===== config.mk =====
export PLATFORM = sky130hd
export DESIGN_NAME = viterbi_link_sequencer
export DESIGN_NICKNAME = d
export VERILOG_FILES = /design/src/rtl/viterbi_link_sequencer.sv
export SDC_FILE = /design/constraint.sdc
export NUM_CORES = 1
export LEC_CHECK = 0
export ABC_AREA = 1
export BUFFER_PORTS_ARGS = -buffer_cell sky130_fd_sc_hd__buf_4
export CORE_MARGIN = 2
export CORE_UTILIZATION = 38
export CTS_BUF_LIST = sky130_fd_sc_hd__clkbuf_4 sky130_fd_sc_hd__clkbuf_8
export DETAILED_ROUTE_END_ITERATION = 6
export PLACE_DENSITY = 0.52
export SYNTH_ARGS = -nofsm -noshare
export SYNTH_HDL_FRONTEND = slang
export SYNTH_SLANG_ARGS = --single-unit

===== constraint.sdc =====
create_clock -name clk -period 2.3 [get_ports clk]
set_input_delay 0.345 -clock clk [delete_from_list [all_inputs] [get_ports clk]]
set_output_delay 0.345 -clock clk [all_outputs]
set_load 0.03 [all_outputs]

===== src/rtl/viterbi_link_sequencer.sv =====
// Viterbi link sequencer: sends one LFSR payload frame plus zero tail bits to an
// external encoder, optionally injects channel bit errors, and compares the
// decoder output against a reference LFSR to count residual bit errors.
// Ports:
//   clk, rst           - clock, synchronous active-high reset
//   start_i            - frame request (honoured only in IDLE)
//   err_mode_i         - 00 none, 01 periodic, 10 random, 11 none (captured at start)
//   err_mask_i         - channel bits flipped on an injection (captured at start)
//   dec_bit_i          - decoder output bit
//   enc_bit_o          - encoder data bit
//   enc_enable_o       - encoder enable
//   err_inj_o          - XOR mask for the channel register
//   busy_o, done_o     - frame in progress / one-cycle end-of-frame pulse
//   inj_ct_o           - flipped channel bits in the last or current frame
//   bit_err_ct_o       - decoded-bit mismatches in the last or current frame
module viterbi_link_sequencer #(
  parameter int unsigned FRAME_LEN = 256,
  parameter int unsigned TAIL      = 8,
  parameter int unsigned N         = 3,
  parameter int unsigned DEC_LAT   = 32
) (
  input  logic        clk,
  input  logic        rst,
  input  logic        start_i,
  input  logic [1:0]  err_mode_i,
  input  logic [1:0]  err_mask_i,
  input  logic        dec_bit_i,
  output logic        enc_bit_o,
  output logic        enc_enable_o,
  output logic [1:0]  err_inj_o,
  output logic        busy_o,
  output logic        done_o,
  output logic [15:0] inj_ct_o,
  output logic [15:0] bit_err_ct_o
);

  localparam int unsigned VW        = DEC_LAT;
  localparam logic [15:0] DATA_SEED = 16'hACE1;
  localparam logic [15:0] ERR_SEED  = 16'h1D0F;

  typedef enum logic [2:0] {S_IDLE, S_SEND, S_TAIL, S_DRAIN, S_DONE} state_t;

  // x^16+x^14+x^13+x^11+1, right-shifting Fibonacci form, output on bit 0
  function automatic logic [15:0] lfsr_step(input logic [15:0] v);
    return {v[0] ^ v[2] ^ v[3] ^ v[5], v[15:1]};
  endfunction

  function automatic logic [15:0] sat_add(input logic [15:0] a, input logic [1:0] b);
    logic [16:0] s;
    s = {1'b0, a} + {15'd0, b};
    return s[16] ? 16'hFFFF : s[15:0];
  endfunction

  state_t        state, state_d;
  logic [31:0]   cnt, cnt_d;
  logic [15:0]   samp_ct, samp_d;
  logic [1:0]    mode, mode_d, mask, mask_d;
  logic [15:0]   data_lfsr, data_d, ref_lfsr, ref_d, err_lfsr, err_d;
  logic [VW-1:0] vld;
  logic          enc_bit_d, enable_d, busy_d, done_d, inj_hit;
  logic [1:0]    inj_d;
  logic [15:0]   inj_ct_d, err_ct_d;
  logic          sample_c, cmp_done_c;

  // a SEND cycle's decoded bit arrives exactly DEC_LAT cycles later
  assign sample_c   = vld[VW-1];
  assign cmp_done_c = (samp_ct == 16'(FRAME_LEN)) ||
                      (sample_c && (samp_ct == 16'(FRAME_LEN - 1)));

  // next-state, counters and next output values
  always_comb begin
    state_d  = state;
    cnt_d    = cnt;
    samp_d   = samp_ct;
    mode_d   = mode;
    mask_d   = mask;
    data_d   = data_lfsr;
    ref_d    = ref_lfsr;
    err_d    = err_lfsr;
    inj_ct_d = inj_ct_o;
    err_ct_d = bit_err_ct_o;
    inj_hit  = 1'b0;

    // compare runs independently of the state so samples on transitions are kept
    if (sample_c) begin
      ref_d  = lfsr_step(ref_lfsr);
      samp_d = samp_ct + 16'd1;
      if (dec_bit_i != ref_lfsr[0]) err_ct_d = sat_add(bit_err_ct_o, 2'd1);
    end
    inj_ct_d = sat_add(inj_ct_o, {1'b0, err_inj_o[0]} + {1'b0, err_inj_o[1]});

    unique case (state)
      S_IDLE: begin
        if (start_i) begin
          state_d  = S_SEND;
          cnt_d    = 32'd0;
          samp_d   = 16'd0;
          mode_d   = err_mode_i;
          mask_d   = err_mask_i;
          data_d   = DATA_SEED;
          ref_d    = DATA_SEED;
          err_d    = ERR_SEED;
          inj_ct_d = 16'd0;
          err_ct_d = 16'd0;
        end
      end
      S_SEND: begin
        data_d = lfsr_step(data_lfsr);
        err_d  = lfsr_step(err_lfsr);
        if (cnt == 32'(FRAME_LEN - 1)) begin
          state_d = S_TAIL;
          cnt_d   = 32'd0;
        end else begin
          cnt_d = cnt + 32'd1;
        end
      end
      S_TAIL: begin
        if (cnt == 32'(TAIL - 1)) state_d = cmp_done_c ? S_DONE : S_DRAIN;
        else                      cnt_d   = cnt + 32'd1;
      end
      S_DRAIN: if (cmp_done_c) state_d = S_DONE;
      S_DONE:  state_d = S_IDLE;
      default: state_d = S_IDLE;
    endcase

    // outputs are registered, so they are derived from the next state
    if (mode_d == 2'b01)      inj_hit = &cnt_d[N-1:0];
    else if (mode_d == 2'b10) inj_hit = (err_d[N-1:0] == '0);
    enable_d  = (state_d == S_SEND) || (state_d == S_TAIL);
    enc_bit_d = (state_d == S_SEND) && data_d[0];
    inj_d     = ((state_d == S_SEND) && inj_hit) ? mask_d : 2'b00;
    busy_d    = (state_d != S_IDLE);
    done_d    = (state_d == S_DONE);
  end

  // state, datapath and output registers
  always_ff @(posedge clk) begin
    if (rst) begin
      state        <= S_IDLE;
      cnt          <= 32'd0;
      samp_ct      <= 16'd0;
      mode         <= 2'b00;
      mask         <= 2'b00;
      data_lfsr    <= DATA_SEED;
      ref_lfsr     <= DATA_SEED;
      err_lfsr     <= ERR_SEED;
      vld          <= '0;
      enc_bit_o    <= 1'b0;
      enc_enable_o <= 1'b0;
      err_inj_o    <= 2'b00;
      busy_o       <= 1'b0;
      done_o       <= 1'b0;
      inj_ct_o     <= 16'd0;
      bit_err_ct_o <= 16'd0;
    end else begin
      state        <= state_d;
      cnt          <= cnt_d;
      samp_ct      <= samp_d;
      mode         <= mode_d;
      mask         <= mask_d;
      data_lfsr    <= data_d;
      ref_lfsr     <= ref_d;
      err_lfsr     <= err_d;
      vld          <= VW'({vld, state == S_SEND});
      enc_bit_o    <= enc_bit_d;
      enc_enable_o <= enable_d;
      err_inj_o    <= inj_d;
      busy_o       <= busy_d;
      done_o       <= done_d;
      inj_ct_o     <= inj_ct_d;
      bit_err_ct_o <= err_ct_d;
    end
  end

endmodule


Word-level counts from Yosys, hierarchy flattened
Cells that the tools add are included.

Input bits: 8. Flip-flop bits (word level): 173. Word-level logic and storage cells: 97.

Mux-type cells: 34. Add/sub/neg operators: 5. Reductions and logical operators: 14. Equality and inequality tests: 15. Bitwise logic cells: 10.

Operator list (number): two-way mux 16 bit (16); two-way mux 32 bit (3); case mux 32 bit (3 select lines) (1); case mux 16 bit (2 select lines) (2); adder 32 x 1 -> 32 bit, second input constant (1); equality test 32 x 3 -> 1 bit, second input constant (1); equality test 32 x 8 -> 1 bit, second input constant (1); adder 16 x 1 -> 17 bit, second input constant (1); adder 16 x 2 -> 17 bit (1); adder 16 x 1 -> 16 bit, second input constant (1); equality test 16 x 8 -> 1 bit, second input constant (1); equality test 16 x 9 -> 1 bit, second input constant (1); two-way mux 3 bit (5); case mux 3 bit (4 select lines) (1); equality test 3 x 2 -> 1 bit, second input constant (3); bitwise XOR 1 bit (9); two-way mux 2 bit (4); equality test 3 x 1 -> 1 bit, second input constant (2); logical NOT 3 bit (2); AND reduction 3 bit (2); nonzero test 3 bit (2); inequality test 2 bit, second input constant (2); equality test 3 bit, second input constant (1); logical AND 1 bit (3); 10 further kinds (12).

Logic depth before layout (Yosys ltp)
Depth in word-level cells: 10. Mapped depth: 16.

Worst setup path after synthesis
OpenSTA, ideal clock, no wires.

Path kind: register -> register. Start: reg err_inj_o[0]. End: reg inj_ct_o[11]. Cell stages (with the launch flop): 16. Data arrival time: 2358 ps. Buffers on the path: 0. Setup slack: -114 ps. Cells stage by stage: dfxtp_1 -> inv_1 -> fa_1 -> inv_1 -> ha_1 -> nand2_1 -> nor2_2 -> nand2_1 -> nor4_1 -> inv_1 -> nor2_1 -> nand2_1 -> o21ai_0 -> a21oi_1 -> or2_1 -> inv_1.

Longest elaborated chain between the ends: 5.

Ends and longest elaborated chain: start, declared (line 30) `output logic [1:0] err_inj_o,`; start signal, assigned (line 167) `err_inj_o <= inj_d;`; adder 1 x 1 -> 2 bit * (line 90) `inj_ct_d = sat_add(inj_ct_o, {1'b0, err_inj_o[0]} + {1'b0, err_inj_o[1]});`; adder 16 x 2 -> 17 bit * (line 50) `s = {1'b0, a} + {15'd0, b};`; two-way mux 16 bit * (line 51) `return s[16] ? 16'hFFFF : s[15:0];`; two-way mux 16 bit (line 94) `if (start_i) begin`; two-way mux 16 bit * (line 92) `unique case (state)`; end signal, assigned (line 170) `inj_ct_o <= inj_ct_d;`; end, declared (line 33) `output logic [15:0] inj_ct_o,`.

Every way passes the cells marked *; elsewhere a longest branch is shown, timed or not. A chain may end at the register's enable or synchronous reset.

Worst setup path in the final report
Start: reg inj_ct_o[0]. End: reg inj_ct_o[11].

Longest elaborated chain between the ends: 4.

Ends and longest elaborated chain (line): adder 16 x 2 -> 17 bit * (50); two-way mux 16 bit * (51); two-way mux 16 bit (94); two-way mux 16 bit * (92).

Marks and branches as above.

==> metrics <==
fin worst setup slack=0.0398 ns; Bufs on Longest Clock Path=2; first-pass GRT wire length=29.0 mm; Layout area overhead=15.5%; fin crit period=2.26 ns; Core ar.=0.0201 mm2; Die Y-Extent=147 um; Net Count, Synth=1036; Area after DPL=0.00845 mm2; Ant. Diodes=0; drt pass-1 iters=5; Post-Layout Inst Area=0.00895 mm2; Arr. time, crit path=2.67 ns; nets@finish=1094; worst slack, placed=0.0262 ns; status=finished, final reports clean; Starting Density=38.6%; DR WL/cell=12.6 um; CP Class=reg2reg; pin count of the biggest net entering global routing=39; initial antenna violation count=0; fmax=0.442 GHz; Max stage delay cell, worst path=fa_2; via-per-instance ratio=4.72; max_slew headroom=65.3%; Cell Pwr Density=652 mW/mm2; Filler cells=2068; Critical Path Start Type=register; fraction of registers with async set/reset=0%; Synth area leader=dfxtp_1; Slew @ Worst Pin=0.517 ns; IO Port Bufs=45; clock-pin slew on the worst setup and hold paths=0.09 ns; syn_area_per_cell=7.58 um2; final hold vios=0; CTS Sinks=173; drc violations=0; Hold Crit Class=in2reg; Post-Place Cells=1331; number of global-route vias before repair=5993; period utilisation layout=98.3%; share of post-route cells with drive strength above 1=16.0%; Cell variety after synth=56; GRT Util Overall=16.4%; # IOs=46; final setup vio count=0; HPWL after DPL=12.0 mm; ANT nets after route=0; Cells after Synth=1022; Synth area leaders=dfxtp_1, nand2_1, inv_1; routed wire length=17.2 mm; vias=6436; drt first-iter violations=304; FP Rows=52; yosys warns=0; Worst EP required=2.71 ns; root buffer cell=clkbuf_8; Most used DFF post-synth=dfxtp_1; clock skew=0.0152 ns; final slew viol count=0; cts bufs inserted=17; clk_lat worst skew=0.46 ns; FF-to-FF path depth=15; Mapped Area=0.00775 mm2; GP Congestion=0.889; cell chain of the critical path=inv_2 -> fa_2 -> inv_2 -> ha_4 -> nand2_4 -> nor2_4 -> nand2_2 -> nor4_2 -> inv_1 -> nor2_2 -> nand2_1 -> o21ai_1 -> a21oi_1 -> or2_1 -> inv_1; Seq/Total Area, Yosys=44.7%; worst-path fanout max=3; non-filler cells, final=1363; crit end category=register; hold path cells=3; hold buffers post-CTS=0; Peak VDD IR=0.360 mV; unrepaired setup endpoints after global routing=true; EDFF count, synth=0; Die W=147 um; TritonCTS clock tree=built; GRT overflow=0; Leakage=3.55 nW; die area=0.0216 mm2; Synth Register Bits=173; CP peak stage delay=0.39 ns; MaxCap Viol Count=0; Hold WS=0.144 ns; top-area cell type share of the netlist area=44.7%; # H-tree levels=4
[final timing paths]
path / startpoint / to / slack (ns)
max: inj_ct_o[0] / inj_ct_o[11] / 0.04
min: err_mask_i[0] / mask[0] / 0.14
max reg2reg: inj_ct_o[0] / inj_ct_o[11] / 0.04
min reg2reg: vld[5] / vld[6] / 0.40
[through the flow]
step	power, mW	TNS [ns]	util, %
floorplan	3.38	0	-
global placement	3.48	0	42.0
detailed placement	3.48	0	42.0
CTS	5.94	0	44.3
global route	6.08	-0.325	44.5
finish	5.84	0	44.5
[power breakdown]
part,total [mW],internal (mW),switching [mW]
clock,2.43,1.28,1.14
sequential,3.07,3.04,0.0234
combinational,0.342,0.105,0.237
[Yosys cell counts (all sizes together), types with 2 or more instances]
library cell	instances
o22ai	2
inv	162
nor3b	4
a32o	2
a31oi	7
o221ai	3
a221o	4
o211ai	7
or2	9
nand2	170
o32ai	9
a211oi	7
xor2	20
clkbuf	14
buf	18
nor2	155
a21oi	54
a21o	2
o21a	3
nand3	57
ha	5
mux2i	3
nand4	23
dfxtp	173
o21ai	49
xnor2	13
nor3	29
nor4	11
[critical path: cells and delay by family, from the launching register on]
family                   cells  cell delay, ns
AO/OA/AOI/OAI                2            0.15
adder cells (fa/ha/maj)      2            0.53
AND/OR/NAND/NOR              7            0.94
flip-flops                   1            0.34
buffers and inverters        4            0.26
[cell usage in the layout (no fill, tap or decap), drive strengths merged, types with 21 or more instances in the layout]
master,count
nand3,57
inv,165
buf,71
nor3,29
nand4,23
o21ai,49
dfxtp,173
nor2,155
a21oi,54
clkbuf,21
nand2,170
[final cells by class]
class	count	area (um2)	share of cell area [%]
Inverter	162	613	6.85
Multi-Input combinational cell	655	3540	39.5
Tap cell	270	338	3.77
Sequential cell	173	3470	38.8
Clock buffer	21	277	3.09
Clock inverter	11	180	2.01
Timing Repair Buffer	71	533	5.96
[layer usage]
metal | up-vias | GRT usage (%) | routed length (um)
met5 | - | 0 | 0
met4 | 0 | 4.51 | 168
met3 | 14 | 3.45 | 675
met2 | 101 | 26.1 | 7580
met1 | 2911 | 22.5 | 8730
li1 | 3410 | - | -
[kinds of logic after synthesis]
family / after synthesis / synth area share [%]
muxes: 3 / 0.387
and+or+nand+nor: 462 / 28.3
xor gates and xnor gates: 33 / 3.73
adders and majority gates: 6 / 1.07
AOI/OAI and AO/OA: 151 / 11.6
DFF: 173 / 44.7
buffers and inverters: 194 / 10.2
[state kept, by name, indices dropped and copies added (netlist names), 2 cells and up]
signal and flops:
bit_err_ct_o 16, ref_lfsr 16, inj_ct_o 16, cnt 32, mask 2, err_inj_o 2, state 3, samp_ct 16
mode 2, vld 32, err_lfsr 16, data_lfsr 16
[what timing repair did]
item / CTS / global route
resized for setup: 1 / 14
pin swaps: 0 / 6
endpoints found under the setup margin: 1 / 8
setup buffers: 0 / 0
Note: power is estimated with default switching activity, not from simulation.
